`config.mk`:
```
export PLATFORM = sky130hd
export DESIGN_NAME = exp4_unidade_controle_rodadas
export DESIGN_NICKNAME = d
export VERILOG_FILES = /design/src/rtl/exp4_pkg.sv /design/src/rtl/contador_timeout.sv /design/src/rtl/exp4_unidade_controle_rodadas.sv
export SDC_FILE = /design/constraint.sdc
export NUM_CORES = 1
export LEC_CHECK = 0
export ABC_AREA = 1
export BUFFER_PORTS_ARGS = -buffer_cell sky130_fd_sc_hd__buf_4
export CORE_MARGIN = 3
export CORE_UTILIZATION = 55
export CTS_BUF_LIST = sky130_fd_sc_hd__clkbuf_16
export DETAILED_ROUTE_END_ITERATION = 7
export GPL_TIMING_DRIVEN = 0
export PLACE_DENSITY_LB_ADDON = 0.2
export SLEW_MARGIN = 10
export SYNTH_ARGS = -nofsm -noshare
export SYNTH_HDL_FRONTEND = slang
export SYNTH_HIERARCHICAL = 1
export SYNTH_SLANG_ARGS = --single-unit
```
`constraint.sdc`:
```
create_clock -name clock -period 2.95 [get_ports clock]
set_input_delay 0.4425 -clock clock [delete_from_list [all_inputs] [get_ports clock]]
set_output_delay 0.4425 -clock clock [all_outputs]
set_load 0.01 [all_outputs]
```
`src/rtl/exp4_pkg.sv`:
```
// Shared state encodings and default parameters for the round-based memory game control unit.
// State values double as the db_estado debug codes, so the debug output is a direct view of the register.
package exp4_pkg;

  localparam int ADDR_W_DEF     = 4;
  localparam int LAST_ROUND_DEF = 15;
  localparam int TIMEOUT_DEF    = 3000;

  localparam logic [3:0] DB_ILEGAL = 4'hF;

  typedef enum logic [3:0] {
    INICIAL        = 4'h0,
    PREPARACAO     = 4'h1,
    ESPERA         = 4'h3,
    REGISTRA       = 4'h4,
    COMPARACAO     = 4'h5,
    PROXIMO        = 4'h6,
    PROXIMA_RODADA = 4'h7,
    FIM_ACERTOU    = 4'hA,
    FIM_TIMEOUT    = 4'hD,
    FIM_ERROU      = 4'hE
  } estado_t;

endpackage

```
`src/rtl/contador_timeout.sv`:
```
// Play-window counter: counts while conta is high, clears on zera; fim flags count == M-1.
// Zero-latency fim decode from the count register; no backpressure.
module contador_timeout #(
  parameter int M = 3000
) (
  input  logic clock,
  input  logic reset,
  input  logic zera,
  input  logic conta,
  output logic fim
);

  localparam int W = $clog2(M);
  localparam logic [W-1:0] ULTIMO = W'(M - 1);

  logic [W-1:0] contagem;

  always_ff @(posedge clock or posedge reset) begin
    if (reset) begin
      contagem <= '0;
    end else if (zera) begin
      contagem <= '0;
    end else if (conta) begin
      contagem <= contagem + 1'b1;
    end
  end

  assign fim = (contagem == ULTIMO);

endmodule

```
`src/rtl/exp4_unidade_controle_rodadas.sv`:
```
// Round-based memory game control unit: owns position/round counters and drives the play register.
// Moore FSM with registered control outputs; optional play timeout built under TIMEOUT_EN.
module exp4_unidade_controle_rodadas
  import exp4_pkg::*;
#(
  parameter int ADDR_W     = ADDR_W_DEF,
  parameter int LAST_ROUND = LAST_ROUND_DEF,
  parameter int TIMEOUT    = TIMEOUT_DEF
) (
  input  logic              clock,
  input  logic              reset,
  input  logic              iniciar,
  input  logic              jogada,
  input  logic              igual,
  output logic [ADDR_W-1:0] endereco,
  output logic [ADDR_W-1:0] rodada,
  output logic              zeraR,
  output logic              registraR,
  output logic              pronto,
  output logic              acertou,
  output logic              errou,
  output logic              timeout,
  output logic [3:0]        db_estado
);

  localparam logic [ADDR_W-1:0] ULTIMA_RODADA = ADDR_W'(LAST_ROUND);

  estado_t state, nxt;
  logic    fim_tempo;
  logic    timeout_r;

`ifdef TIMEOUT_EN
  contador_timeout #(.M(TIMEOUT)) u_contador_timeout (
    .clock (clock),
    .reset (reset),
    .zera  (state != ESPERA),
    .conta (state == ESPERA),
    .fim   (fim_tempo)
  );
  assign timeout = timeout_r;
`else
  assign fim_tempo = 1'b0;
  assign timeout   = 1'b0;
`endif

  always_comb begin
    nxt = state;
    case (state)
      INICIAL:        nxt = iniciar ? PREPARACAO : INICIAL;
      PREPARACAO:     nxt = ESPERA;
      // A play arriving on the last window cycle still counts.
      ESPERA:         nxt = jogada ? REGISTRA : (fim_tempo ? FIM_TIMEOUT : ESPERA);
      REGISTRA:       nxt = COMPARACAO;
      COMPARACAO: begin
        if (!igual)                       nxt = FIM_ERROU;
        else if (endereco != rodada)      nxt = PROXIMO;
        else if (rodada == ULTIMA_RODADA) nxt = FIM_ACERTOU;
        else                              nxt = PROXIMA_RODADA;
      end
      PROXIMO:        nxt = ESPERA;
      PROXIMA_RODADA: nxt = ESPERA;
      FIM_ACERTOU, FIM_ERROU, FIM_TIMEOUT:
                      nxt = iniciar ? PREPARACAO : state;
      default:        nxt = INICIAL;
    endcase
  end

  always_ff @(posedge clock or posedge reset) begin
    if (reset) begin
      state     <= INICIAL;
      endereco  <= '0;
      rodada    <= '0;
      zeraR     <= 1'b1;
      registraR <= 1'b0;
      pronto    <= 1'b0;
      acertou   <= 1'b0;
      errou     <= 1'b0;
      timeout_r <= 1'b0;
    end else begin
      state <= nxt;
      case (state)
        PREPARACAO: begin
          endereco <= '0;
          rodada   <= '0;
        end
        PROXIMO:        endereco <= endereco + 1'b1;
        PROXIMA_RODADA: begin
          endereco <= '0;
          rodada   <= rodada + 1'b1;
        end
        default: ;
      endcase
      // Outputs follow the state being entered so they line up with it.
      zeraR     <= (nxt == INICIAL) || (nxt == PREPARACAO) || (nxt == PROXIMA_RODADA);
      registraR <= (nxt == REGISTRA);
      pronto    <= (nxt == FIM_ACERTOU) || (nxt == FIM_ERROU) || (nxt == FIM_TIMEOUT);
      acertou   <= (nxt == FIM_ACERTOU);
      errou     <= (nxt == FIM_ERROU);
      timeout_r <= (nxt == FIM_TIMEOUT);
    end
  end

`ifndef TIMEOUT_EN
  logic unused_timeout;
  assign unused_timeout = timeout_r;
`endif

  always_comb begin
    db_estado = DB_ILEGAL;
    case (state)
      INICIAL, PREPARACAO, ESPERA, REGISTRA, COMPARACAO, PROXIMO,
      PROXIMA_RODADA, FIM_ACERTOU, FIM_ERROU, FIM_TIMEOUT: db_estado = state;
      default: db_estado = DB_ILEGAL;
    endcase
  end

endmodule

```
Yosys cells after proc, flatten, opt, wreduce, memory -nomap -nowiden
Index checks and enable logic that the tools add are counted.
{"block": "op_classes", "n_addsub": 2, "mux": 10, "reduce_logical": 12, "eq_ne": 17}
{"cell": "4-bit == test, second input constant", "n": 7}
{"cell": "4-bit by 3-bit == test with 1-bit output, second input constant", "n": 6}
{"cell": "4-bit case mux with 6 select lines", "n": 1}
{"cell": "4-bit two-way mux", "n": 5}
{"cell": "4-bit case mux with 2 select lines", "n": 2}
{"cell": "10-bit OR reduction", "n": 1}
{"cell": "4-bit by 1-bit adder with 4-bit output, second input constant", "n": 2}
{"cell": "4-bit by 1-bit == test with 1-bit output, second input constant", "n": 2}
{"cell": "4-bit zero test", "n": 2}
{"cell": "3-bit OR reduction", "n": 2}
{"cell": "4-bit by 2-bit == test with 1-bit output, second input constant", "n": 1}
{"cell": "1-bit logical OR", "n": 4}
{"cell": "4-bit inequality test", "n": 1}
{"cell": "2-bit nonzero test", "n": 2}
{"cell": "3-bit two-way mux", "n": 1}
{"cell": "2-bit OR reduction", "n": 1}
{"cell": "1-bit two-way mux", "n": 1}
{"block": "word_totals", "out_inout_bits": 18, "ff_bits": 17, "word_cells": 49}

Logic depth before layout (Yosys ltp)
{"block": "depth", "ltp_word": 8, "mapped_depth": 10, "mapped_depth_nobuf": 10}

Least setup slack after synthesis
No wires, ideal clock.
{"block": "synth_timing", "kind": "reg2out", "from": "register state[1]", "to": "output port db_estado[0]", "arrival_time_ns": 1.087, "stages_incl_launch_ff": 7, "setup_slack_ns": 1.421, "cell_sequence": "dfrtp_1 inv_2 nor2_4 nor2_1 nor2_1 nand3_1 nand2_1"}
{"block": "synth_via", "elab_chain_len": 3, "word_cells_on_any_way": 12, "cone_classes": "eq/ne: 9; mux: 1; reduce/logical: 2"}
{"element": "start: declaration", "line_no": "exp4_unidade_controle_rodadas.sv:28", "source": "estado_t state, nxt;"}
{"element": "start signal: assignment", "line_no": "exp4_unidade_controle_rodadas.sv:80", "source": "state <= nxt;"}
{"element": "4-bit by 1-bit == test with 1-bit output (tied with other cells)", "line_no": "exp4_unidade_controle_rodadas.sv:110", "source": "case (state)"}
{"element": "10-bit OR reduction *", "line_no": "exp4_unidade_controle_rodadas.sv:110"}
{"element": "4-bit two-way mux *", "line_no": "exp4_unidade_controle_rodadas.sv:110"}
{"element": "end: declaration", "line_no": "exp4_unidade_controle_rodadas.sv:23", "source": "output logic [3:0] db_estado"}
Every way passes the cells marked *; elsewhere a longest branch is shown, timed or not.

Worst setup path after layout
{"block": "layout_timing", "from": "register state[1]", "to": "output port db_estado[1]"}
{"block": "layout_via", "elab_chain_len": 3, "word_cells_on_any_way": 12, "cone_classes": "eq/ne: 9; mux: 1; reduce/logical: 2"}
{"element": "4-bit by 1-bit == test with 1-bit output (tied with other cells)", "line_no": "exp4_unidade_controle_rodadas.sv:110"}
{"element": "10-bit OR reduction", "line_no": "exp4_unidade_controle_rodadas.sv:110"}
{"element": "4-bit two-way mux *", "line_no": "exp4_unidade_controle_rodadas.sv:110"}
Marked as above.

==> impl_metrics.env <==
export IMPL_htree_levels=1
export IMPL_cts_tree="done"
export IMPL_drt_iter0_markers=31
export IMPL_synth_area_um2=1050
export IMPL_nets=166
export IMPL_cp_required_ns=2.51
export IMPL_synth_main_ff_cell="dfrtp_1"
export IMPL_ctsHoldBuffers=0
export IMPL_status="completed"
export IMPL_yosys_top_cells_count="34 x nand2_1, 16 x dfrtp_1, 13 x inv_1, 10 x nand3_1, 9 x nor2_1"
export IMPL_ys_seq_elements=17
export IMPL_io_pins=23
export IMPL_synth_area_per_cell_um2=7.89
export IMPL_rows=15
export IMPL_ys_warn_count=6
export IMPL_cts_buffers=3
export IMPL_clock_sinks=17
export IMPL_clk_latency_ns=0.25
export IMPL_cp_max_fo=4
export IMPL_overflow=0
export IMPL_clk_pin_slew_ns=0.05
export IMPL_timing_rr_end="errou"
export IMPL_final_hold_viol_count=0
export IMPL_synthCells=133
export IMPL_regArea_um2=427
export IMPL_final_max_slew_violation_count=0
export IMPL_r2r_start="rodada[0]"
export IMPL_period_minus_slack_ns=1.88
export IMPL_antenna_found_initial=0
export IMPL_combPwrFrac_pct=46.0
export IMPL_finalSetupViolCount=0
export IMPL_cts_resized=0
export IMPL_crit_arrival_ns=1.44
export IMPL_r2r_cells=9
export IMPL_fillCellCount=156
export IMPL_cap_violations=0
export IMPL_min_path_type="in2async"
export IMPL_power_density_nw_per_um2=855
export IMPL_dpl_hpwl_um=1640
export IMPL_ir_worst_vdd_mv=0.575
export IMPL_path_class="reg2out"
export IMPL_area_growth_pct=25.5
export IMPL_clock_skew_ns=0.000699
export IMPL_die_height_um=49.7
export IMPL_synth_edff_count=0
export IMPL_die_w_um=49.7
export IMPL_slew_headroom_pct=58.1
export IMPL_clock_path_buffers=2
export IMPL_vias=918
export IMPL_io_buffer_count=21
export IMPL_drc=0
export IMPL_dr_wl_met2_um=1120
export IMPL_top_layer_used="met4"
export IMPL_p_int_uw=672
export IMPL_rsz0062_at_grt="no"
export IMPL_drive_gt1_share_pct=34.8
export IMPL_multi_input_area_um2=526
export IMPL_end_kind="primary output"
export IMPL_p_leak_uw=0.000716
export IMPL_p_sw_uw=455
export IMPL_fin_crit_sh_pct=63.8
export IMPL_post_cts_buffers=0
export IMPL_r2r_setup_slack_ns=1.50
export IMPL_routed_wirelength_um=2160
export IMPL_globalplace_congestion=0.837
export IMPL_async_flop_share_pct=100
export IMPL_drt_vias_per_instance=5.02
export IMPL_synth_nets=140
export IMPL_synth_top_cell_by_area="dfrtp_1"
export IMPL_sw_frac_of_total_pct=40.4
export IMPL_ys_types=28
export IMPL_start_util_pct=59.5
export IMPL_synthTopCellsByArea="dfrtp_1 38%, nand2_1 12%, nand3_1 4.8%"
export IMPL_wl_per_cell_um=11.8
export IMPL_grt_first_pass_wirelength_um=3570
export IMPL_fp_dieArea_um2=2470
export IMPL_route_met3_wl_um=94
export IMPL_antenna_cells=0
export IMPL_grt_pass1_vias=829
export IMPL_fmax_ghz=0.531
export IMPL_seq_area_frac_synth_pct=40.6
export IMPL_hold_ws_ns=0.278
export IMPL_grt_max_degree=18
export IMPL_grt_usage_pct=18.9
export IMPL_drt_met1_wl_um=920
export IMPL_cp_start_kind="flip-flop"
export IMPL_core_region_area_um2=1760
export IMPL_yosysMostFrequentCell="nand2_1"
export IMPL_setup_tns_ns=0
export IMPL_worstMarginPinSlew_ns=0.627
export IMPL_power_frac_clock_pct=24.0
export IMPL_yosys_area_top_type_share_pct=38.1
export IMPL_seqPwrFrac_pct=30.0
export IMPL_firstDrtPassIters=4
export IMPL_ant_nets=0
export IMPL_cts_root_buf="clkbuf_16"
[cells in the final DEF (no fill, tap or decap), drive strengths merged]
cell	count
a21oi	4
a22o	1
a22oi	1
buf	23
clkbuf	3
conb	1
dfrtp	16
dfstp	1
ha	2
inv	22
nand2	42
nand3	12
nand3b	2
nand4	3
nor2	18
nor3	1
o21ai	3
o22ai	1
o32ai	1
xor2	1
[state kept, by name, indices dropped and copies added, names as in the netlist]
signal,cells
pronto,1
acertou,1
registraR,1
zeraR,1
rodada,4
state,4
endereco,4
errou,1
[metrics by stage]
stage / worst slack, ns / util, % / power, µW / area (µm²) / instances
finish: 1.07 / 74.7 / 1130 / 1320 / 183
global route: 0.943 / 74.7 / 1210 / 1320 / 183
CTS: 1.07 / 74.7 / 1140 / 1320 / 183
detailed placement: 1.35 / 70.2 / 856 / 1240 / 179
global placement: 1.39 / 70.2 / 845 / 1240 / 179
floorplan: 1.42 / - / 693 / 1050 / 133
[worst max-delay path by stage]
stage | from | endpoint
after floorplan | state[1] | db_estado[0]
after global placement | state[1] | db_estado[1]
after detailed placement | state[1] | db_estado[1]
after CTS | state[1] | db_estado[1]
after global routing | state[1] | db_estado[1]
final | state[1] | db_estado[1]
[logic make-up after synthesis]
logic type	after synthesis	synth area share, %
flip-flops	17	40.6
AND/OR/NAND/NOR	78	40.2
XOR/XNOR	1	0.834
AO/OA/AOI/OAI	11	6.32
adder cells (fa/ha/maj)	2	2.38
buffers and inverters	23	9.30
other	1	0.357
[power groups by stage]
stage	Clock, µW	Combinational (µW)	Sequential (µW)
3_5_place_dp	0	515	341
4_1_cts	276	522	338
3_3_place_gp	0	507	338
6_report	271	518	338
2_1_floorplan	0	349	345
5_1_grt	286	579	345
[area by class of cell]
type	instances	area share [%]
Multi-Input combinational cell	93	39.9
Sequential cell	17	32.4
Timing Repair Buffer	21	12.0
Inverter	21	5.98
Clock buffer	3	5.70
Tap cell	25	2.37
Buffer	2	1.42
Clock inverter	1	0.285
[worst max-delay path, cell delays in order, from the launching register on]
cell and delay (ns):
dfrtp_1 0.46, inv_2 0.08, nor2_4 0.14, nor2_1 0.05, nor2_1 0.12, nand3_1 0.13, nand2_1 0.09, buf_4 0.11
[per-layer routing]
layer  vias up  GRT usage [%]
li1        469              -
met1       416           23.8
met2        29           31.7
met3         4           3.93
met4         0           6.91
met5         -              0
Note: power is estimated with default switching activity, not from simulation.
